===== src/rtl/iic_pkg.sv =====
// Shared types for the IIC register-initialisation sequencer: FSM state
// encoding and the 25-bit ROM entry layout {addr_mode, reg_addr, data}.
package iic_pkg;

  typedef enum logic [2:0] {
    IDLE,
    PWR_WAIT,
    LOAD,
    REQ,
    WAIT_DONE,
    GAP,
    DONE,
    ERROR
  } state_t;

  localparam int ENTRY_W = 25;

  typedef struct packed {
    logic        addr_mode;
    logic [15:0] reg_addr;
    logic [7:0]  data;
  } rom_entry_t;

  function automatic rom_entry_t mk_entry(input logic am, input logic [15:0] ra,
                                          input logic [7:0] d);
    rom_entry_t e;
    e.addr_mode = am;
    e.reg_addr  = ra;
    e.data      = d;
    return e;
  endfunction

endpackage


===== src/rtl/iic_init_rom.sv =====
// Project-specific register table: combinational idx -> {addr_mode, reg_addr, data}.
// Unlisted indices read as all-zero.
module iic_init_rom
  import iic_pkg::*;
(
  input  logic [7:0] idx,
  output rom_entry_t entry
);

  always_comb begin
    entry = '0;
    case (idx)
      8'd0:    entry = mk_entry(1'b1, 16'h3008, 8'h82);
      8'd1:    entry = mk_entry(1'b0, 16'h0012, 8'h80);
      8'd2:    entry = mk_entry(1'b1, 16'h3103, 8'h03);
      8'd3:    entry = mk_entry(1'b1, 16'h3017, 8'hFF);
      8'd4:    entry = mk_entry(1'b1, 16'h3018, 8'hFF);
      8'd5:    entry = mk_entry(1'b1, 16'h3034, 8'h1A);
      8'd6:    entry = mk_entry(1'b1, 16'h3035, 8'h11);
      8'd7:    entry = mk_entry(1'b1, 16'h3036, 8'h46);
      8'd8:    entry = mk_entry(1'b1, 16'h3037, 8'h13);
      8'd9:    entry = mk_entry(1'b1, 16'h3108, 8'h01);
      8'd10:   entry = mk_entry(1'b1, 16'h3630, 8'h36);
      8'd11:   entry = mk_entry(1'b1, 16'h3631, 8'h0E);
      8'd12:   entry = mk_entry(1'b1, 16'h3632, 8'hE2);
      8'd13:   entry = mk_entry(1'b1, 16'h3633, 8'h12);
      8'd14:   entry = mk_entry(1'b0, 16'h0040, 8'h2C);
      8'd15:   entry = mk_entry(1'b1, 16'h3008, 8'h02);
      default: entry = '0;
    endcase
  end

endmodule


===== src/rtl/iic_init_seq.sv =====
// Register-initialisation sequencer driving the iic_ctrl write port.
// Define IIC_INIT_RETRY_EN to retry a failed entry up to MAX_RETRY times.
module iic_init_seq
  import iic_pkg::*;
#(
  parameter logic [7:0] DEVICE_ID = 8'h60,
  parameter int         NUM_REGS  = 16,
  parameter int         PWR_DLY   = 50000,
  parameter int         GAP_DLY   = 1000,
  parameter int         TIMEOUT   = 200000,
  parameter int         MAX_RETRY = 3
) (
  input  logic        clk,
  input  logic        rst_n,
  input  logic        start,
  output logic        busy,
  output logic        init_done,
  output logic        init_err,
  output logic [7:0]  err_idx,
  output logic        w_req,
  output logic [7:0]  device_id,
  output logic [15:0] reg_addr,
  output logic        addr_mode,
  output logic [7:0]  wr_data,
  input  logic        wr_done,
  input  logic        ack
);

  localparam int PW = $clog2(PWR_DLY + 1);
  localparam int GW = $clog2(GAP_DLY + 1);
  localparam int TW = $clog2(TIMEOUT + 1);
  localparam logic [PW-1:0] PWR_LAST = PW'(PWR_DLY - 1);
  localparam logic [GW-1:0] GAP_LAST = GW'(GAP_DLY - 1);
  localparam logic [TW-1:0] TO_LAST  = TW'(TIMEOUT - 1);
  localparam logic [7:0]    IDX_LAST = 8'(NUM_REGS - 1);

  state_t          state_reg;
  logic [7:0]      idx_reg;
  logic [PW-1:0]   pwr_cnt_reg;
  logic [GW-1:0]   gap_cnt_reg;
  logic [TW-1:0]   to_cnt_reg;
  rom_entry_t      rom_entry;
  logic            to_hit;

`ifdef IIC_INIT_RETRY_EN
  localparam int RW = (MAX_RETRY > 0) ? $clog2(MAX_RETRY + 1) : 1;
  localparam logic [RW-1:0] RETRY_MAX = RW'(MAX_RETRY);
  logic [RW-1:0]   retry_cnt_reg;
  logic            retry_pend_reg;
`endif

  iic_init_rom u_rom (
    .idx   (idx_reg),
    .entry (rom_entry)
  );

  assign device_id = DEVICE_ID;
  assign to_hit    = (to_cnt_reg == TO_LAST);

  always_ff @(posedge clk or negedge rst_n) begin
    if (!rst_n) begin
      state_reg   <= PWR_WAIT;
      idx_reg     <= '0;
      pwr_cnt_reg <= '0;
      gap_cnt_reg <= '0;
      to_cnt_reg  <= '0;
      busy        <= 1'b0;
      init_done   <= 1'b0;
      init_err    <= 1'b0;
      err_idx     <= '0;
      w_req       <= 1'b0;
      reg_addr    <= '0;
      addr_mode   <= 1'b0;
      wr_data     <= '0;
`ifdef IIC_INIT_RETRY_EN
      retry_cnt_reg  <= '0;
      retry_pend_reg <= 1'b0;
`endif
    end else begin
      w_req <= 1'b0;
      case (state_reg)
        PWR_WAIT: begin
          if (pwr_cnt_reg == PWR_LAST) begin
            idx_reg   <= '0;
            busy      <= 1'b1;
            state_reg <= LOAD;
          end else begin
            pwr_cnt_reg <= pwr_cnt_reg + 1'b1;
          end
        end
        IDLE, DONE, ERROR: begin
          if (start) begin
            init_done <= 1'b0;
            init_err  <= 1'b0;
            idx_reg   <= '0;
            busy      <= 1'b1;
            state_reg <= LOAD;
`ifdef IIC_INIT_RETRY_EN
            retry_cnt_reg  <= '0;
            retry_pend_reg <= 1'b0;
`endif
          end
        end
        LOAD: begin
          addr_mode <= rom_entry.addr_mode;
          reg_addr  <= rom_entry.reg_addr;
          wr_data   <= rom_entry.data;
          state_reg <= REQ;
        end
        REQ: begin
          w_req      <= 1'b1;
          to_cnt_reg <= '0;
          state_reg  <= WAIT_DONE;
        end
        WAIT_DONE: begin
          // A completion pulse wins over a timeout landing in the same cycle.
          if (wr_done && !ack) begin
            state_reg <= GAP;
`ifdef IIC_INIT_RETRY_EN
            retry_cnt_reg <= '0;
`endif
          end else if (wr_done || to_hit) begin
`ifdef IIC_INIT_RETRY_EN
            if (retry_cnt_reg < RETRY_MAX) begin
              retry_cnt_reg  <= retry_cnt_reg + 1'b1;
              retry_pend_reg <= 1'b1;
              state_reg      <= GAP;
            end else begin
              err_idx   <= idx_reg;
              init_err  <= 1'b1;
              busy      <= 1'b0;
              state_reg <= ERROR;
            end
`else
            err_idx   <= idx_reg;
            init_err  <= 1'b1;
            busy      <= 1'b0;
            state_reg <= ERROR;
`endif
          end else begin
            to_cnt_reg <= to_cnt_reg + 1'b1;
          end
        end
        GAP: begin
          if (gap_cnt_reg == GAP_LAST) begin
            gap_cnt_reg <= '0;
`ifdef IIC_INIT_RETRY_EN
            if (retry_pend_reg) begin
              retry_pend_reg <= 1'b0;
              state_reg      <= REQ;
            end else
`endif
            if (idx_reg == IDX_LAST) begin
              init_done <= 1'b1;
              busy      <= 1'b0;
              state_reg <= DONE;
            end else begin
              idx_reg   <= idx_reg + 8'd1;
              state_reg <= LOAD;
            end
          end else begin
            gap_cnt_reg <= gap_cnt_reg + 1'b1;
          end
        end
        default: state_reg <= IDLE;
      endcase
    end
  end

endmodule


===== config.mk =====
export PLATFORM = sky130hd
export DESIGN_NAME = iic_init_seq
export DESIGN_NICKNAME = d
export VERILOG_FILES = /design/src/rtl/iic_pkg.sv /design/src/rtl/iic_init_rom.sv /design/src/rtl/iic_init_seq.sv
export SDC_FILE = /design/constraint.sdc
export NUM_CORES = 1
export LEC_CHECK = 0
export ABC_AREA = 1
export BUFFER_PORTS_ARGS = -buffer_cell sky130_fd_sc_hd__buf_2
export CAP_MARGIN = 40
export CORE_AREA = 2 2 96 98
export CTS_CLUSTER_SIZE = 40
export DETAILED_ROUTE_END_ITERATION = 6
export DIE_AREA = 0 0 98 100
export PLACE_DENSITY = 0.89
export RECOVER_POWER = 50
export SETUP_SLACK_MARGIN = 0.05
export SYNTH_ARGS = -nofsm -noshare
export SYNTH_HDL_FRONTEND = slang
export SYNTH_SLANG_ARGS = --single-unit
export TNS_END_PERCENT = 10

===== constraint.sdc =====
create_clock -name clk -period 1.9 [get_ports clk]
set_input_delay 0.38 -clock clk [delete_from_list [all_inputs] [get_ports clk]]
set_output_delay 0.38 -clock clk [all_outputs]
set_load 0.02 [all_outputs]

==> results of run 1 <==
==> cell usage in the layout (no fill, tap or decap), types with 7 or more instances in the layout <==
master,instances
sky130_fd_sc_hd__a21oi_1,13
sky130_fd_sc_hd__buf_2,21
sky130_fd_sc_hd__buf_4,12
sky130_fd_sc_hd__clkbuf_1,15
sky130_fd_sc_hd__clkbuf_8,10
sky130_fd_sc_hd__conb_1,12
sky130_fd_sc_hd__dfrtp_1,83
sky130_fd_sc_hd__ha_1,12
sky130_fd_sc_hd__inv_1,56
sky130_fd_sc_hd__nand2_1,179
sky130_fd_sc_hd__nand3_1,48
sky130_fd_sc_hd__nand4_1,10
sky130_fd_sc_hd__nor2_1,67
sky130_fd_sc_hd__nor3_1,11
sky130_fd_sc_hd__o21ai_0,39
sky130_fd_sc_hd__o21ai_2,25
sky130_fd_sc_hd__or2_2,7
sky130_fd_sc_hd__xor2_1,15
==> cell families after synthesis <==
family	after synthesis	synth area share, %
compound gates	94	12.32
xor+xnor	20	3.442
fa+ha+maj	13	3.197
buf+inv	95	9.540
flops	85	41.82
other cells	2	0.1476
simple gates	343	29.53
==> stage by stage <==
stage	hold slack (ns)	cell area [um2]	std cells	utilization [%]
floorplan	0.08441	5126	662	-
global placement	0.4431	5304	789	59.66
CTS	0.06076	5535	805	62.27
global route	0.4832	5580	810	62.77
finish	0.3230	5580	810	62.77
detailed placement	0.4474	5304	789	59.66
==> layer usage <==
| layer | global-route usage, % | vias to the layer above | wire length, um |
|---|---|---|---|
| met1 | 29.82 | 2113 | 4663 |
| li1 | - | 2159 | - |
| met2 | 38.99 | 189 | 5615 |
| met4 | 12.71 | 0 | 357 |
| met5 | 0 | - | 0 |
| met3 | 5.153 | 46 | 806 |
==> final timing paths <==
check,start,endpoint,slack [ns]
max,to_cnt_reg[1],to_cnt_reg[10],0.16
min,rst_n,pwr_cnt_reg[8],0.32
max reg2reg,to_cnt_reg[1],to_cnt_reg[10],0.16
min reg2reg,reg_addr[0],reg_addr[0],0.49
max in group asynchronous,rst_n,idx_reg[0],0.76
min in group clk,ack,err_idx[5],0.48
==> power breakdown <==
group | switching [mW] | internal (mW) | total (mW)
Sequential | 0.205 | 2.07 | 2.28
Combinational | 1.35 | 0.563 | 1.92
Clock | 0.689 | 0.785 | 1.47
Total | 2.25 | 3.42 | 5.67
==> worst reg2reg max path, cell delays in order (launching register included) <==
cell and delay [ns]:
sky130_fd_sc_hd__dfrtp_1 0.40, sky130_fd_sc_hd__ha_1 0.20, sky130_fd_sc_hd__nand2_1 0.07, sky130_fd_sc_hd__nor2_1 0.16, sky130_fd_sc_hd__nand3_1 0.21, sky130_fd_sc_hd__nor2_1 0.26, sky130_fd_sc_hd__or2_2 0.15, sky130_fd_sc_hd__nand3_1 0.08
sky130_fd_sc_hd__o21ai_2 0.13
==> final cells by class <==
class / count / area, um2
fill: 742 / 3309
multi-input combinational: 483 / 2554
sequential: 85 / 2130
timing repair buffer: 50 / 266.5
inverter: 64 / 252.7
tap: 111 / 138.9
clock buffer: 10 / 137.6
clock inverter: 6 / 93.84
timing repair inverter: 1 / 7.507
==> timing repair <==
action	in CTS	in global routing
buffers inserted	0	3
gates resized for setup	0	9
endpoints found under the setup margin	0	22
==> results.txt, run 1 <==
----------------------------------------------------
[Layout]
  Flip-flop count of the largest register, all copies and words added ... 18
  Ratio of cells with drive above 1 in the final layout ... 16.45%
  Diodes inserted ... 0
  Final nets ... 712
  Area growth, synth to finish ... 9.663%

[STA]
  Least setup slack across all paths after layout ... 0.1642 ns
  Max Clock Freq ... 0.5761 GHz
  Sum of negative setup slack ... 0 ns
  Final worst path period need ... 1.736 ns
  Finish-stage setup viols ... 0
  Clock skew after layout ... 0.01946 ns
  Slew Limit Headroom ... 22.46%
  Final Hold Fails ... 0
  Final slew viol count ... 0
  Final cycle utilization of the critical path ... 91.36%
  RSZ-0062 raised after global routing ... yes
  Slew at the pin with the worst max-slew slack ... 1.163 ns

[CTS]
  Worst-skew pair later-pin latency ... 0.37 ns
  Largest buffer count on any clock path ... 2
  CTS Buf Count ... 9
  CTS H-tree lvls ... 3
  Clock tree from TritonCTS ... yes
  Clock edge transition at the registers on the reported setup and hold paths ... 0.08 ns
  Root buffer cell ... sky130_fd_sc_hd__clkbuf_8
  # hold bufs at CTS ... 0
  CTS sink cnt ... 85

[Die]
  Effective utilization at floorplan ... 57.24%
  Floorplan core area ... 8890 um2
  Die H ... 100 um
  Number of placement rows ... 35
  Horizontal extent of the die ... 98 um
  Top-Level Pins ... 50
  Area of the die ... 9800 um2

[Yosys]
  Synthesized netlist cell count ... 652
  Area of the mapped netlist ... 5089 um2
  Number of enable flip-flop cells after synthesis ... 0
  Async SR Flop Fraction ... 100.0%
  Top cell types by occurrence after synthesis ... 179 x sky130_fd_sc_hd__nand2_1, 84 x sky130_fd_sc_hd__dfrtp_1, 68 x sky130_fd_sc_hd__nor2_1
  Flops & latches, synth ... 85
  Post-Synthesis Mean Instance Area ... 7.805 um2
  Most frequently used cell type in the post-synthesis netlist ... sky130_fd_sc_hd__nand2_1
  Top area cells in the synthesized netlist ... sky130_fd_sc_hd__dfrtp_1 41%, sky130_fd_sc_hd__nand2_1 13%, sky130_fd_sc_hd__nor2_1 5.0%
  Most used DFF post-synth ... sky130_fd_sc_hd__dfrtp_1
  Synth top area share ... 41.31%
  Register area share after synthesis ... 41.82%
  Yosys top cell by area ... sky130_fd_sc_hd__dfrtp_1
  Total number of yosys warnings ... 0
  Count of unique library cells instantiated by Yosys ... 44

[Drt]
  Routed Antenna Nets ... 0
  Routed length per placed instance ... 14.13 um
  Via density per instance ... 5.564
  Final Routed Wirelength ... 11440 um
  Initial DRC Count ... 281
  Number of design rule violations left after detail routing ... 0
  Number of detailed-route iterations in the first pass ... 5
  Number of vias in the routed layout ... 4507

[Placed design]
  Minimum setup slack after placement ... 0.05631 ns
  Detail Placement HPWL ... 8009 um
  Gp weighted congestion ... 0.9690
  Port Buffers ... 37

[Worst hold path]
  Classification of the worst-slack hold path ... in -> async

[Power]
  LEAKAGE ... 2.632 nW
  Final Total Pwr ... 5.669 mW
  VDD IR max ... 0.5812 mV
  Power Dens Cells ... 1016 nW/um2

[Setup path]
  Worst setup EP type ... flip-flop
  Worst r2r path cells ... 8
  Max stage delay on crit path ... 0.40 ns
  Nature of the critical path startpoint ... flip-flop
  Critical-path cell list ... ha_1 > nand2_1 > nor2_1 > nand3_1 > nor2_1 > or2_2 > nand3_1 > o21ai_2
  Arrival time at the worst endpoint ... 2.02 ns
  Required @ worst endpoint ... 2.19 ns
  Startpoint-to-endpoint class of the critical path ... reg -> reg
  Total stage count of the critical path ... 8
  Worst Path Buf+Inv ... 0
  Slowest cell on the critical path ... sky130_fd_sc_hd__dfrtp_1
  Largest delay contributor family on the critical path ... simple AND/OR/NAND/NOR gates
  Highest fanout seen on the critical path ... 4

[Global route]
  Vias in the first global route ... 4299
  Residual overflow from global routing ... 0
  Global routing usage summed across all routing layers ... 23.84%
  Global-route wire length before repair ... 19220 um
  Antenna violations before repair ... 0
  Largest net degree at the start of global routing ... 86

[Status]
  Status ... completed

[Run]
  Number of maximum-capacitance violations ... 0

----------------------------------------------------
(Power assumes the default switching activity.)
==> run 2, diff against run 1 <==
- SETUP_SLACK_MARGIN: 0.05 -> 0.5
- clock period: 1.9 -> 1.8 ns (I/O delays scaled with it)
==> results.txt, run 2 (same netlist as run 1, synthesis figures left out) <==
----------------------------------------------------
[Drt]
  Number of detailed-route iterations in the first pass ... 5
  Routed Antenna Nets ... 0
  Number of vias in the routed layout ... 4707
  Final Routed Wirelength ... 12480 um
  Routed length per placed instance ... 14.86 um
  Initial DRC Count ... 398
  Number of design rule violations left after detail routing ... 0
  Via density per instance ... 5.604

[CTS]
  CTS Buf Count ... 9
  CTS H-tree lvls ... 3
  Clock tree from TritonCTS ... yes
  Clock edge transition at the registers on the reported setup and hold paths ... 0.10 ns
  Largest buffer count on any clock path ... 2
  CTS sink cnt ... 85
  Worst-skew pair later-pin latency ... 0.38 ns
  Root buffer cell ... sky130_fd_sc_hd__clkbuf_8

[Layout]
  Area growth, synth to finish ... 17.38%
  End-of-flow core utilization ... 67.19%
  Commonest non-fill, non-tap cells in the layout ... 164 x sky130_fd_sc_hd__nand2_1, 79 x sky130_fd_sc_hd__dfrtp_1, 57 x sky130_fd_sc_hd__nor2_1, 52 x sky130_fd_sc_hd__inv_1, 43 x sky130_fd_sc_hd__nand3_1
  Flip-flop count of the largest register, all copies and words added ... 18
  Final nets ... 742
  Number of fill cells ... 673
  Ratio of cells with drive above 1 in the final layout ... 25.38%
  Commonest non-fill, non-tap cell in the layout ... sky130_fd_sc_hd__nand2_1
  Diodes inserted ... 0

[STA]
  Final Hold Fails ... 0
  Least setup slack across all paths after layout ... 0.1806 ns
  Finish-stage setup viols ... 0
  Final worst path period need ... 1.619 ns
  Clock skew after layout ... 0.02809 ns
  Final slew viol count ... 0
  Slew Limit Headroom ... 49.44%
  Max Clock Freq ... 0.6175 GHz
  RSZ-0062 raised after global routing ... yes
  Slew at the pin with the worst max-slew slack ... 0.7584 ns
  Sum of negative setup slack ... 0 ns
  Final cycle utilization of the critical path ... 89.97%

[Die]
  Horizontal extent of the die ... 98 um
  Effective utilization at floorplan ... 57.24%
  Area of the die ... 9800 um2
  Number of placement rows ... 35
  Top-Level Pins ... 50
  Floorplan core area ... 8890 um2
  Die H ... 100 um

[Placed design]
  Detail Placement HPWL ... 8217 um
  Gp weighted congestion ... 0.9515
  Minimum setup slack after placement ... 0.06250 ns
  Port Buffers ... 37

[Global route]
  Global-route wire length before repair ... 21050 um
  Vias in the first global route ... 4613
  Largest net degree at the start of global routing ... 36
  Antenna violations before repair ... 0
  Residual overflow from global routing ... 0
  Global routing usage summed across all routing layers ... 26.37%

[Setup path]
  Register-to-register setup slack ... 0.18 ns
  Critical-path cell list ... inv_1 > nor2_4 > nand4_1 > nor2_2 > nand3_1 > nand2_1 > nor2_1
  Total stage count of the critical path ... 7
  Largest delay contributor family on the critical path ... simple AND/OR/NAND/NOR gates
  Required @ worst endpoint ... 2.06 ns
  Beginning of the worst register-to-register path ... state_reg[0]
  Arrival time at the worst endpoint ... 1.88 ns
  Critical path launch point ... state_reg[0]
  Startpoint-to-endpoint class of the critical path ... reg -> reg
  Worst setup EP type ... flip-flop
  Worst r2r path cells ... 7
  Max stage delay on crit path ... 0.56 ns
  Slowest cell on the critical path ... sky130_fd_sc_hd__dfstp_2
  Nature of the critical path startpoint ... flip-flop
  Worst Path Buf+Inv ... 1
  Highest fanout seen on the critical path ... 8

[Worst hold path]
  Hold path cells ... 2
  Classification of the worst-slack hold path ... reg -> reg
  Worst hold start ... err_idx[6]

[Power]
  VDD IR max ... 0.6531 mV
  Power Dens Cells ... 1024 nW/um2
  LEAKAGE ... 2.818 nW

[Run]
  Number of maximum-capacitance violations ... 0

[Status]
  Status ... completed

----------------------------------------------------
## run 2: cell types whose count changed in the layout (fill, tap and decap cells not counted), moves of 5 or more
| cell | delta |
|---|---|
| sky130_fd_sc_hd__nor2_2 | +7 |
| sky130_fd_sc_hd__buf_4 | +24 |
| sky130_fd_sc_hd__o21ai_0 | -5 |
| sky130_fd_sc_hd__o21ai_1 | +5 |
| sky130_fd_sc_hd__nand2_1 | -15 |
| sky130_fd_sc_hd__nand3_1 | -5 |
| sky130_fd_sc_hd__nor2_1 | -10 |
| sky130_fd_sc_hd__nand2_2 | +14 |
## run 2: area by class of cell
class	count	area, um2	area share, %
clock inverter	7	73.82	1.236
multi-input combinational	485	2721	45.56
sequential	85	2135	35.74
timing repair buffer	77	495.5	8.295
inverter	64	266.5	4.462
timing repair inverter	2	18.77	0.3142
clock buffer	9	123.9	2.074
tap	111	138.9	2.325
## run 2: per-layer routing
layer,track usage [%],share of wire [%],vias up
met2,47.10,51,188
met3,4.735,6.1,42
met1,31.64,39,2237
met5,0,0,-
met4,10.68,3.3,0
li1,-,-,2240
## run 2: worst paths after layout
kind | to
setup / recovery | gap_cnt_reg[8]
hold / removal | err_idx[6]
setup reg to reg | gap_cnt_reg[8]
hold reg to reg | err_idx[6]
max in group asynchronous | pwr_cnt_reg[0]
min in group asynchronous | idx_reg[0]
## run 2: what timing repair did
| item | CTS | global route |
|---|---|---|
| cloned | 5 | 0 |
| hold buffers | 1 | 0 |
| endpoints found under the hold margin | 24 | 0 |
| pin swaps | 18 | 7 |
| buffers inserted | 25 | 1 |
| gates resized for setup | 46 | 16 |
| endpoints found under the setup margin | 101 | 115 |
## run 2: report_power, final
part / internal (mW) / leakage [nW] / switching [mW] / total [mW]
Clock: 0.547 / 0.101 / 0.807 / 1.35
Combinational: 0.744 / 1.58 / 1.61 / 2.35
Sequential: 2.19 / 1.14 / 0.216 / 2.41
Total: 3.48 / 2.82 / 2.63 / 6.11
## run 2: worst min-delay path, stage by stage, from the launching register on
cell and delay (ns):
sky130_fd_sc_hd__dfrtp_1 0.36, sky130_fd_sc_hd__nand2_1 0.06, sky130_fd_sc_hd__nand2_1 0.05
## run 2: per-stage QoR
stage               instance area [um2]  instances  hold slack, ns  total power [mW]
floorplan                          5155        662         0.06441             3.942
global placement                   5364        792          0.3223             4.278
detailed placement                 5364        792          0.3240             4.360
CTS                                5962        839          0.4556             6.058
global route                       5973        840          0.5173             6.474
finish                             5973        840          0.4884             6.114
